--- src/rtl/clk_div_rst_seq.sv ---
// PLL reset / lock sequencer with staggered per-channel reset release and programmable dividers.
// Optional lock timeout is built when CLK_DIV_RST_SEQ_TIMEOUT_EN is defined.
module clk_div_rst_seq #(
  parameter int unsigned NCH       = 4,
  parameter int unsigned DW        = 8,
  parameter int unsigned PRST_CYC  = 16,
  parameter int unsigned LOCK_FILT = 32,
  parameter int unsigned STAGE_DLY = 8,
  parameter int unsigned TMO_CYC   = 4096
) (
  input  logic              CLK,
  input  logic              RSTX,
  input  logic              LOCK_IN,
  input  logic              CHG,
  input  logic [NCH*DW-1:0] DIV,
  output logic              PLL_RST,
  output logic              LOCKED,
  output logic              BUSY,
  output logic [NCH-1:0]    RSTXO,
  output logic [NCH-1:0]    CLKO,
  output logic [NCH-1:0]    STB,
  output logic              TIMEOUT
);

  if (NCH < 1 || NCH > 8 || DW < 1 || PRST_CYC < 1 || LOCK_FILT < 1 || STAGE_DLY < 1 ||
      TMO_CYC < 1) begin : g_param_check
    $error("clk_div_rst_seq: illegal parameter value");
  end

  localparam logic [1:0] StPrst = 2'd0;
  localparam logic [1:0] StWait = 2'd1;
  localparam logic [1:0] StRel  = 2'd2;
  localparam logic [1:0] StRun  = 2'd3;

  localparam int unsigned PW = $clog2(PRST_CYC + 1);
  localparam int unsigned FW = $clog2(LOCK_FILT + 1);
  localparam int unsigned SW = $clog2(STAGE_DLY + 1);

  localparam logic [PW-1:0] PrstLast  = PW'(PRST_CYC - 1);
  localparam logic [FW-1:0] FiltLast  = FW'(LOCK_FILT - 1);
  localparam logic [SW-1:0] StageLast = SW'(STAGE_DLY - 1);

  logic [1:0]     state_q, state_d;
  logic [1:0]     sync_q, sync_d;
  logic           lock_s;
  logic [PW-1:0]  prst_cnt_q, prst_cnt_d;
  logic [FW-1:0]  filt_q, filt_d;
  logic [SW-1:0]  stage_q, stage_d;
  logic [NCH-1:0] rstxo_q, rstxo_d;
  logic [NCH-1:0] clko_q, clko_d;
  logic [NCH-1:0] stb_q, stb_d;
  logic [DW-1:0]  div_q [NCH];
  logic [DW-1:0]  div_d [NCH];
  logic [DW-1:0]  cnt_q [NCH];
  logic [DW-1:0]  cnt_d [NCH];

`ifdef CLK_DIV_RST_SEQ_TIMEOUT_EN
  localparam int unsigned TW = $clog2(TMO_CYC + 1);
  localparam logic [TW-1:0] TmoLast = TW'(TMO_CYC - 1);

  logic [TW-1:0] tmo_q, tmo_d;
  logic          timeout_q, timeout_d;
`endif

  assign sync_d = {sync_q[0], LOCK_IN};
  assign lock_s = sync_q[1];

  // Sequencer. Channel resets form a thermometer code, so releasing the next channel is a
  // shift-in of a one.
  always_comb begin
    state_d    = state_q;
    prst_cnt_d = '0;
    filt_d     = '0;
    stage_d    = '0;
    rstxo_d    = rstxo_q;
`ifdef CLK_DIV_RST_SEQ_TIMEOUT_EN
    tmo_d      = '0;
    timeout_d  = timeout_q;
`endif
    unique case (state_q)
      StPrst: begin
        if (prst_cnt_q == PrstLast) begin
          state_d = StWait;
        end else begin
          prst_cnt_d = prst_cnt_q + 1'b1;
        end
      end
      StWait: begin
        if (lock_s && (filt_q == FiltLast)) begin
          state_d = StRel;
          rstxo_d = NCH'(1);
        end
`ifdef CLK_DIV_RST_SEQ_TIMEOUT_EN
        else if (tmo_q == TmoLast) begin
          state_d   = StPrst;
          timeout_d = 1'b1;
        end
`endif
        else begin
          filt_d = lock_s ? filt_q + 1'b1 : '0;
`ifdef CLK_DIV_RST_SEQ_TIMEOUT_EN
          tmo_d  = tmo_q + 1'b1;
`endif
        end
      end
      StRel: begin
        if (!lock_s) begin
          state_d = StWait;
          rstxo_d = '0;
        end else if (rstxo_q[NCH-1]) begin
          state_d = StRun;
        end else if (stage_q == StageLast) begin
          rstxo_d = (rstxo_q << 1) | NCH'(1);
        end else begin
          stage_d = stage_q + 1'b1;
        end
      end
      StRun: begin
        if (!lock_s) begin
          state_d = StWait;
          rstxo_d = '0;
        end
      end
    endcase

    // Reconfiguration wins over lock loss; ignored while the PLL is already in reset.
    if (CHG && (state_q != StPrst)) begin
      state_d = StPrst;
      rstxo_d = '0;
    end
`ifdef CLK_DIV_RST_SEQ_TIMEOUT_EN
    if (state_d == StRun) begin
      timeout_d = 1'b0;
    end
`endif
  end

  // Dividers follow the next-state reset so lock loss / CHG clear them on the same edge.
  always_comb begin
    div_d  = div_q;
    clko_d = '0;
    stb_d  = '0;
    for (int i = 0; i < NCH; i++) begin
      cnt_d[i] = '0;
      if (rstxo_d[i]) begin
        if (!rstxo_q[i]) begin
          div_d[i] = DIV[i*DW +: DW];
        end else if (cnt_q[i] == div_q[i]) begin
          clko_d[i] = ~clko_q[i];
          stb_d[i]  = ~clko_q[i];
        end else begin
          cnt_d[i]  = cnt_q[i] + 1'b1;
          clko_d[i] = clko_q[i];
        end
      end
    end
  end

  always_ff @(posedge CLK) begin
    if (!RSTX) begin
      state_q    <= StPrst;
      sync_q     <= '0;
      prst_cnt_q <= '0;
      filt_q     <= '0;
      stage_q    <= '0;
      rstxo_q    <= '0;
      clko_q     <= '0;
      stb_q      <= '0;
      for (int i = 0; i < NCH; i++) begin
        div_q[i] <= '0;
        cnt_q[i] <= '0;
      end
`ifdef CLK_DIV_RST_SEQ_TIMEOUT_EN
      tmo_q      <= '0;
      timeout_q  <= 1'b0;
`endif
    end else begin
      state_q    <= state_d;
      sync_q     <= sync_d;
      prst_cnt_q <= prst_cnt_d;
      filt_q     <= filt_d;
      stage_q    <= stage_d;
      rstxo_q    <= rstxo_d;
      clko_q     <= clko_d;
      stb_q      <= stb_d;
      for (int i = 0; i < NCH; i++) begin
        div_q[i] <= div_d[i];
        cnt_q[i] <= cnt_d[i];
      end
`ifdef CLK_DIV_RST_SEQ_TIMEOUT_EN
      tmo_q      <= tmo_d;
      timeout_q  <= timeout_d;
`endif
    end
  end

  assign PLL_RST = (state_q == StPrst);
  assign LOCKED  = (state_q == StRun);
  assign BUSY    = (state_q != StRun);
  assign RSTXO   = rstxo_q;
  assign CLKO    = clko_q;
  assign STB     = stb_q;

`ifdef CLK_DIV_RST_SEQ_TIMEOUT_EN
  assign TIMEOUT = timeout_q;
`else
  assign TIMEOUT = 1'b0;
`endif

endmodule

--- config.mk ---
export PLATFORM = sky130hd
export DESIGN_NAME = clk_div_rst_seq
export DESIGN_NICKNAME = d
export VERILOG_FILES = /design/src/rtl/clk_div_rst_seq.sv
export SDC_FILE = /design/constraint.sdc
export NUM_CORES = 1
export LEC_CHECK = 0
export CORE_MARGIN = 2
export CORE_UTILIZATION = 50
export DETAILED_ROUTE_END_ITERATION = 10
export PLACE_DENSITY = 0.86
export RECOVER_POWER = 25
export SLEW_MARGIN = 5
export SYNTH_ARGS = -nofsm -noshare
export SYNTH_HDL_FRONTEND = slang
export SYNTH_SLANG_ARGS = --single-unit
--- constraint.sdc ---
create_clock -name CLK -period 1.89 [get_ports CLK]
set_input_delay 0.378 -clock CLK [delete_from_list [all_inputs] [get_ports CLK]]
set_output_delay 0.378 -clock CLK [all_outputs]
set_load 0.005 [all_outputs]
==> results of run 1 <==
-- worst reg2reg max path, cell delays in order, from the launching register on --
cell,delay (ns)
dfxtp_1,0.36
ha_1,0.23
nor4bb_4,0.35
buf_6,0.18
a21oi_1,0.12
o31ai_4,0.27
buf_12,0.16
nor3_1,0.05
-- through the flow --
stage,std cells,total power (W),hold slack [ns],util (%)
2_1_floorplan,439,0.00218,0.412,-
3_3_place_gp,602,0.00228,0.414,60.6
3_5_place_dp,602,0.00229,0.441,60.6
4_1_cts,619,0.00364,0.454,63.8
5_1_grt,622,0.00375,0.468,64.5
6_report,622,0.00363,0.451,64.5
-- cell type report --
type	count	area, um2	share of cell area (%)
timing repair buffer	75	716	13.4
clock inverter	6	70.1	1.31
multi-input combinational	320	2350	43.9
inverter	11	43.8	0.818
sequential	95	1900	35.6
clock buffer	10	138	2.57
tap	105	131	2.45
-- layout by cell type (no fill, tap or decap), types with 11 or more instances in the layout --
| cell | synthesis | final |
|---|---|---|
| dfxtp_1 | 95 | 94 |
| xnor2_1 | 43 | 43 |
| clkdlybuf4s50_1 | 0 | 41 |
| mux2i_1 | 34 | 33 |
| nor3_1 | 32 | 30 |
| nand2_1 | 25 | 25 |
| nor2b_1 | 25 | 25 |
| nand3_1 | 24 | 24 |
| nor2_1 | 24 | 24 |
| xor2_1 | 21 | 21 |
| buf_4 | 3 | 20 |
| and3_1 | 15 | 15 |
| ha_1 | 13 | 11 |
-- logic make-up (layout without fill, tap and decap cells) --
logic type,after synthesis,count (layout)
muxes,34,34
other,1,1
DFF,95,95
adders and majority gates,13,13
buffers and inverters,24,102
and+or+nand+nor,180,180
AOI/OAI and AO/OA,28,28
xor gates and xnor gates,64,64
-- sequential cells by signal, indices dropped and copies added (netlist names) --
signal,count
sync_q,2
prst_cnt_q,5
cnt_q,32
stage_q,4
filt_q,6
div_q,32
state_q,2
STB,4
RSTXO,4
CLKO,4
-- power by group --
group / total, W / switching, W / internal (W)
registers: 0.00202 / 0.0000107 / 0.00201
clock network: 0.00138 / 0.000726 / 0.000651
logic: 0.000224 / 0.000100 / 0.000124
-- worst max-delay path by stage --
| stage | cells past startpoint | start | slack (ns) | end |
|---|---|---|---|---|
| floorplan | 7 | state_q[0]$_SDFFE_PP0P_ | 0.04 | div_q[24]$_SDFFE_PN0P_ |
| global placement | 6 | CHG | -0.06 | div_q[0]$_SDFFE_PN0P_ |
| detailed placement | 6 | CHG | -0.1 | div_q[1]$_SDFFE_PN0P_ |
| CTS | 3 | state_q[0]$_SDFFE_PP0P_ | 0.001 | LOCKED |
| global route | 7 | stage_q[0]$_SDFF_PP0_ | -0.03 | cnt_q[2][3]$_SDFF_PP0_ |
| finish | 3 | state_q[0]$_SDFFE_PP0P_ | 0.03 | LOCKED |
-- layer usage --
metal / wire length (um) / up-vias / track usage, %
met4: 148 / 0 / 6.50
li1: - / 1667 / -
met3: 404 / 13 / 4.62
met5: 0 / - / 0
met2: 4500 / 69 / 33.5
met1: 3970 / 1577 / 24.7
-- timing repair --
action                     4_1_cts  5_1_grt
buffers inserted                 1        3
setup endpoints to repair       26       24
pin swaps                        2        1
gates resized for setup          9        7
==> impl_metrics.tcl, run 1 <==
set metrics [dict create \
    status "finished, final reports clean" \
    gp_congestion 0.816 \
    synth.distinct_cells 44 \
    hp-class "register to register" \
    yosysSeqAreaShare_pct 44.2 \
    root_buffer "clkbuf_8" \
    slew_violations 0 \
    setup_violations 0 \
    rsz0062_at_grt "true" \
    min_period_ns 1.86 \
    drv_cap 0 \
    vias 3326 \
    ys_seq_elements 95 \
    cellPowerDensity_nw_per_um2 678 \
    required_ns 1.51 \
    clock_latency_ns 0.38 \
    ys_top_cells_by_count "dfxtp_1, xnor2_1, mux2i_1, nor3_1" \
    portBuffers 50 \
    finish.net_count 561 \
    critPathMaxFanout 4 \
    viasPerCell 5.35 \
    slew_headroom_pct 62.1 \
    htreeDepth 3 \
    area_growth_syn_to_layout_pct 24.3 \
    critPathMaxStageDelay_ns 0.49 \
    die_y_um 96.8 \
    avgSynthCellArea_um2 9.81 \
    initial_core_util_pct 51.9 \
    post-synth-top-area-cell "dfxtp_1" \
    crit_chain "buf_4, ha_4, clkdlybuf4s50_1" \
    first_pass_iters 4 \
    dpl_cell_area_um2 5030 \
    wl_per_cell_um 14.5 \
    synthSimpleGateAreaFrac_pct 23.2 \
    synth_area_leaders "dfxtp_1, xnor2_1, mux2i_1, xor2_1, ha_1" \
    synth_cells 439 \
    dp_hpwl_um 6400 \
    fillers 656 \
    hold_start "filt_q[0]$_SDFF_PP0_" \
    drive_gt1_share_pct 11.2 \
    muxShareOfSynthArea_pct 7.90 \
    crit_path_top_delay_cell "clkdlybuf4s50_1" \
    die_x_um 96.8 \
    grt_pass1_wl_um 15300 \
    synthFlopType "dfxtp_1" \
    skew_ns 0.0138 \
    gr-usage-all-layers_pct 19.7 \
    pre_cts_slack_ns -0.0966 \
    async_flop_share_pct 0 \
    cts_tree "yes" \
    grt_pass1_vias 3302 \
    cts.sinks 95 \
    finalInstanceArea_um2 5350 \
    syn_area_um2 4310 \
    arrival_ns 1.48 \
    grt_max_degree 18 \
    regToRegStartpoint "stage_q[0]$_SDFF_PP0_" \
    cts_buffers 9 \
    dr.first_iter.drc_count 152 \
    critical_path.top_delay_family "buffers and inverters" \
    finalHoldViolCount 0 \
    io-pin-count 52 \
    p_leak_nw 1.98 \
    ys_warn_count 0 \
    cp-end-kind "output pin" \
    worst_setup_path_start_kind "register" \
    synthXorXnorAreaFrac_pct 13.0 \
    ant_nets 0 \
    finalCritPeriodShare_pct 98.2 \
    synth_top_family_by_area "simple AND/OR/NAND/NOR gates" \
    hold-path-cell-count 1 \
    wl_um 9020 \
    std_cell_rows 33 \
    clkTransAtPathRegs_ns 0.09 \
    reg2reg_to "cnt_q[2][4]$_SDFF_PP0_" \
    max_freq_mhz 539 \
    core_um2 8300 \
    dieArea_um2 9370 \
    criticalPathCategory "register to output pin" \
    synth_compound_area_share_pct 5.08 \
    peakVddDrop_mv 0.358 \
    synth-edff-count 0 \
    setup_tns_ns 0 \
    synth_fa_ha_area_share_pct 3.78 \
    crit_buf_inv 2 \
    antenna_found_initial 0 \
    yosys.area.top_type_share_pct 44.2 \
    drc 0 \
    synth_nets 488 \
    whs_endpoint "filt_q[0]$_SDFF_PP0_" \
    clk_path_buf_depth 2 \
    reg2reg_depth 7 \
    overflow 0 \
    reg2reg_slack_ns 0.05 \
    synth.most_common_cell "dfxtp_1" \
    cts_hold_buf 0 \
    setup_slack_ns 0.0331 \
    diodes 0 \
    worst_pin_slew_ns 0.567 \
]
Note: power is estimated with default switching activity, not from simulation.
==> run 2: changes to the inputs <==
Settings changed: GPL_TIMING_DRIVEN set to 0, HOLD_SLACK_MARGIN set to 0.02.
==> run 2 against run 1 <==
Core utilization increased by 0.27 points. Via count increased by 2.5%. Combinational power grew 8%. Flip-flop and latch count stayed put. First-iteration DRC count is 26% higher. Clock-buffer cell count rose by 1. Sequential share of layout area about the same. Routed wire length grew 7.5%. Worst hold slack got worse by 0.012 ns.
==> impl_metrics.tcl, run 2 (synthesis results as in run 1) <==
set metrics [dict create \
    power_frac_clock_pct 36.9 \
    p_leak_nw 1.94 \
    dieArea_um2 9370 \
    cts.sinks 95 \
    slew_violations 0 \
    fin_util_pct 64.8 \
    core_um2 8300 \
    drv_cap 0 \
    critPathMaxStageDelay_ns 0.48 \
    slew_headroom_pct 55.9 \
    cellPowerDensity_nw_per_um2 669 \
    timing.hold.ws_ns 0.440 \
    reg2reg_slack_ns 0.06 \
    min_period_ns 1.83 \
    first_pass_iters 5 \
    skew_ns 0.0105 \
    die_x_um 96.8 \
    pwr-share-comb_pct 6.8 \
    intPower_w 0.00276 \
    peakVddDrop_mv 0.471 \
    rsz0062_at_grt "true" \
    regToRegStartpoint "stage_q[0]$_SDFF_PP0_" \
    cp-end-kind "output pin" \
    power_switching_w 0.000841 \
    finalCritPeriodShare_pct 97.0 \
    placed_cells 593 \
    area_growth_syn_to_layout_pct 24.8 \
    diodes 0 \
    mostFrequentLayoutCells "dfxtp_1, clkdlybuf4s50_1, xnor2_1" \
    drc 0 \
    hp-class "register to register" \
    hold_start "sync_q[0]$_SDFF_PN0_" \
    setup_violations 0 \
    grt_pass1_vias 3396 \
    dr.first_iter.drc_count 192 \
    switching_share_pct 23.4 \
    antenna_found_initial 0 \
    worst_pin_slew_ns 0.658 \
    root_buffer "clkbuf_8" \
    clock_latency_ns 0.37 \
    instances_no_fill 619 \
    grt_max_degree 16 \
    io-pin-count 52 \
    worst_setup_path_start_kind "register" \
    required_ns 1.51 \
    die_y_um 96.8 \
    std_cell_rows 33 \
    critical_path.top_delay_family "buffers and inverters" \
    pwr-share-seq_pct 56.3 \
    wl_per_cell_um 15.7 \
    largestRegisters "cnt_q: 32 flops, div_q: 32 flops, filt_q: 6 flops" \
    max_freq_mhz 545 \
    wl_um 9700 \
    initial_core_util_pct 51.9 \
    overflow 0 \
    htreeDepth 3 \
    cts_buffers 9 \
    finalHoldViolCount 0 \
    criticalPathCategory "register to output pin" \
    dp_hpwl_um 6310 \
    crit_chain "ha_4, inv_1, clkdlybuf4s50_1" \
    gp_congestion 0.821 \
    vias 3408 \
    final_common_cell "dfxtp_1" \
    viasPerCell 5.51 \
    drive_gt1_share_pct 11.1 \
    grt_pass1_wl_um 15600 \
    clkTransAtPathRegs_ns 0.09 \
    worstSetupStartpoint "state_q[0]$_SDFFE_PP0P_" \
    cts_tree "yes" \
    ant_nets 0 \
    critPathMaxFanout 5 \
    finish.net_count 558 \
    crit_path_top_delay_cell "clkdlybuf4s50_1" \
    arrival_ns 1.46 \
    clk_path_buf_depth 2 \
    gr-usage-all-layers_pct 20.2 \
    status "finished, final reports clean" \
    crit_buf_inv 2 \
    portBuffers 49 \
]
==> run 2: changes by cell type in the layout (fill, tap and decap cells not counted), sizes merged, moves of 6 or more <==
cell | before | now
dlygate4sd3 | 8 | 0
clkdlybuf4s50 | 41 | 48
clkbuf | 11 | 17
buf | 24 | 17
==> run 2: layout make-up <==
| cell class | instances | area [um2] |
|---|---|---|
| Multi-Input combinational cell | 320 | 2410 |
| Clock inverter | 5 | 58.8 |
| Tap cell | 105 | 131 |
| Timing Repair Buffer | 60 | 608 |
| Sequential cell | 95 | 1910 |
| Inverter | 11 | 48.8 |
| Fill cell | 610 | 2930 |
| Buffer | 12 | 78.8 |
| Clock buffer | 11 | 131 |
==> run 2: per-stage QoR <==
stage	total power (W)	setup WS, ns	area [um2]	setup TNS, ns
3_5_place_dp	0.00228	-0.247	4930	-7.07
4_1_cts	0.00357	0.00737	5240	0
3_3_place_gp	0.00228	-0.180	4930	-3.61
2_1_floorplan	0.00218	0.0406	4310	0
5_1_grt	0.00370	-0.0145	5370	-0.0418
6_report	0.00360	0.0560	5370	0
==> run 2: what timing repair did <==
action	CTS	global route
hold buffers	0	0
pin swaps	4	6
resized for setup	19	15
setup buffers	2	9
endpoints found under the setup margin	64	53
cloned	0	0
==> run 2: final timing paths <==
check	end	depth (start not counted)
worst max-delay path	BUSY	3
worst min-delay path	sync_q[1]$_SDFF_PN0_	1
worst max register to register	cnt_q[2][1]$_SDFF_PP0_	7
worst min register to register	sync_q[1]$_SDFF_PN0_	1
==> run 2: power groups by stage <==
| stage | clock, W | combinational [W] | sequential (W) |
|---|---|---|---|
| 6_report | 0.00133 | 0.000243 | 0.00203 |
| 3_3_place_gp | 0 | 0.000206 | 0.00207 |
| 4_1_cts | 0.00133 | 0.000220 | 0.00203 |
| 2_1_floorplan | 0 | 0.000106 | 0.00207 |
| 3_5_place_dp | 0 | 0.000209 | 0.00207 |
| 5_1_grt | 0.00141 | 0.000263 | 0.00203 |
==> run 2: worst register-to-register path, stage by stage (launching register included) <==
cell	delay [ns]
dfxtp_1	0.39
ha_2	0.23
nor4bb_4	0.28
buf_6	0.18
a21oi_1	0.12
o31ai_4	0.27
buf_6	0.17
nor3b_1	0.06
==> run 2: layer usage <==
layer / vias up / wire length, um / part of all wire (%) / global-route usage, %
met3: 30 / 462 / 4.8 / 5.56
met2: 113 / 4790 / 49 / 35.2
li1: 1665 / - / - / -
met1: 1600 / 4100 / 42 / 23.3
met5: - / 0 / 0 / 0
met4: 0 / 349 / 3.6 / 8.23
==> run 3: changes to the inputs <==
Settings changed: CTS_CLUSTER_DIAMETER set to 30.
==> results of run 3 <==
The final DEF is identical to that of run 2; final timing and power are the same.
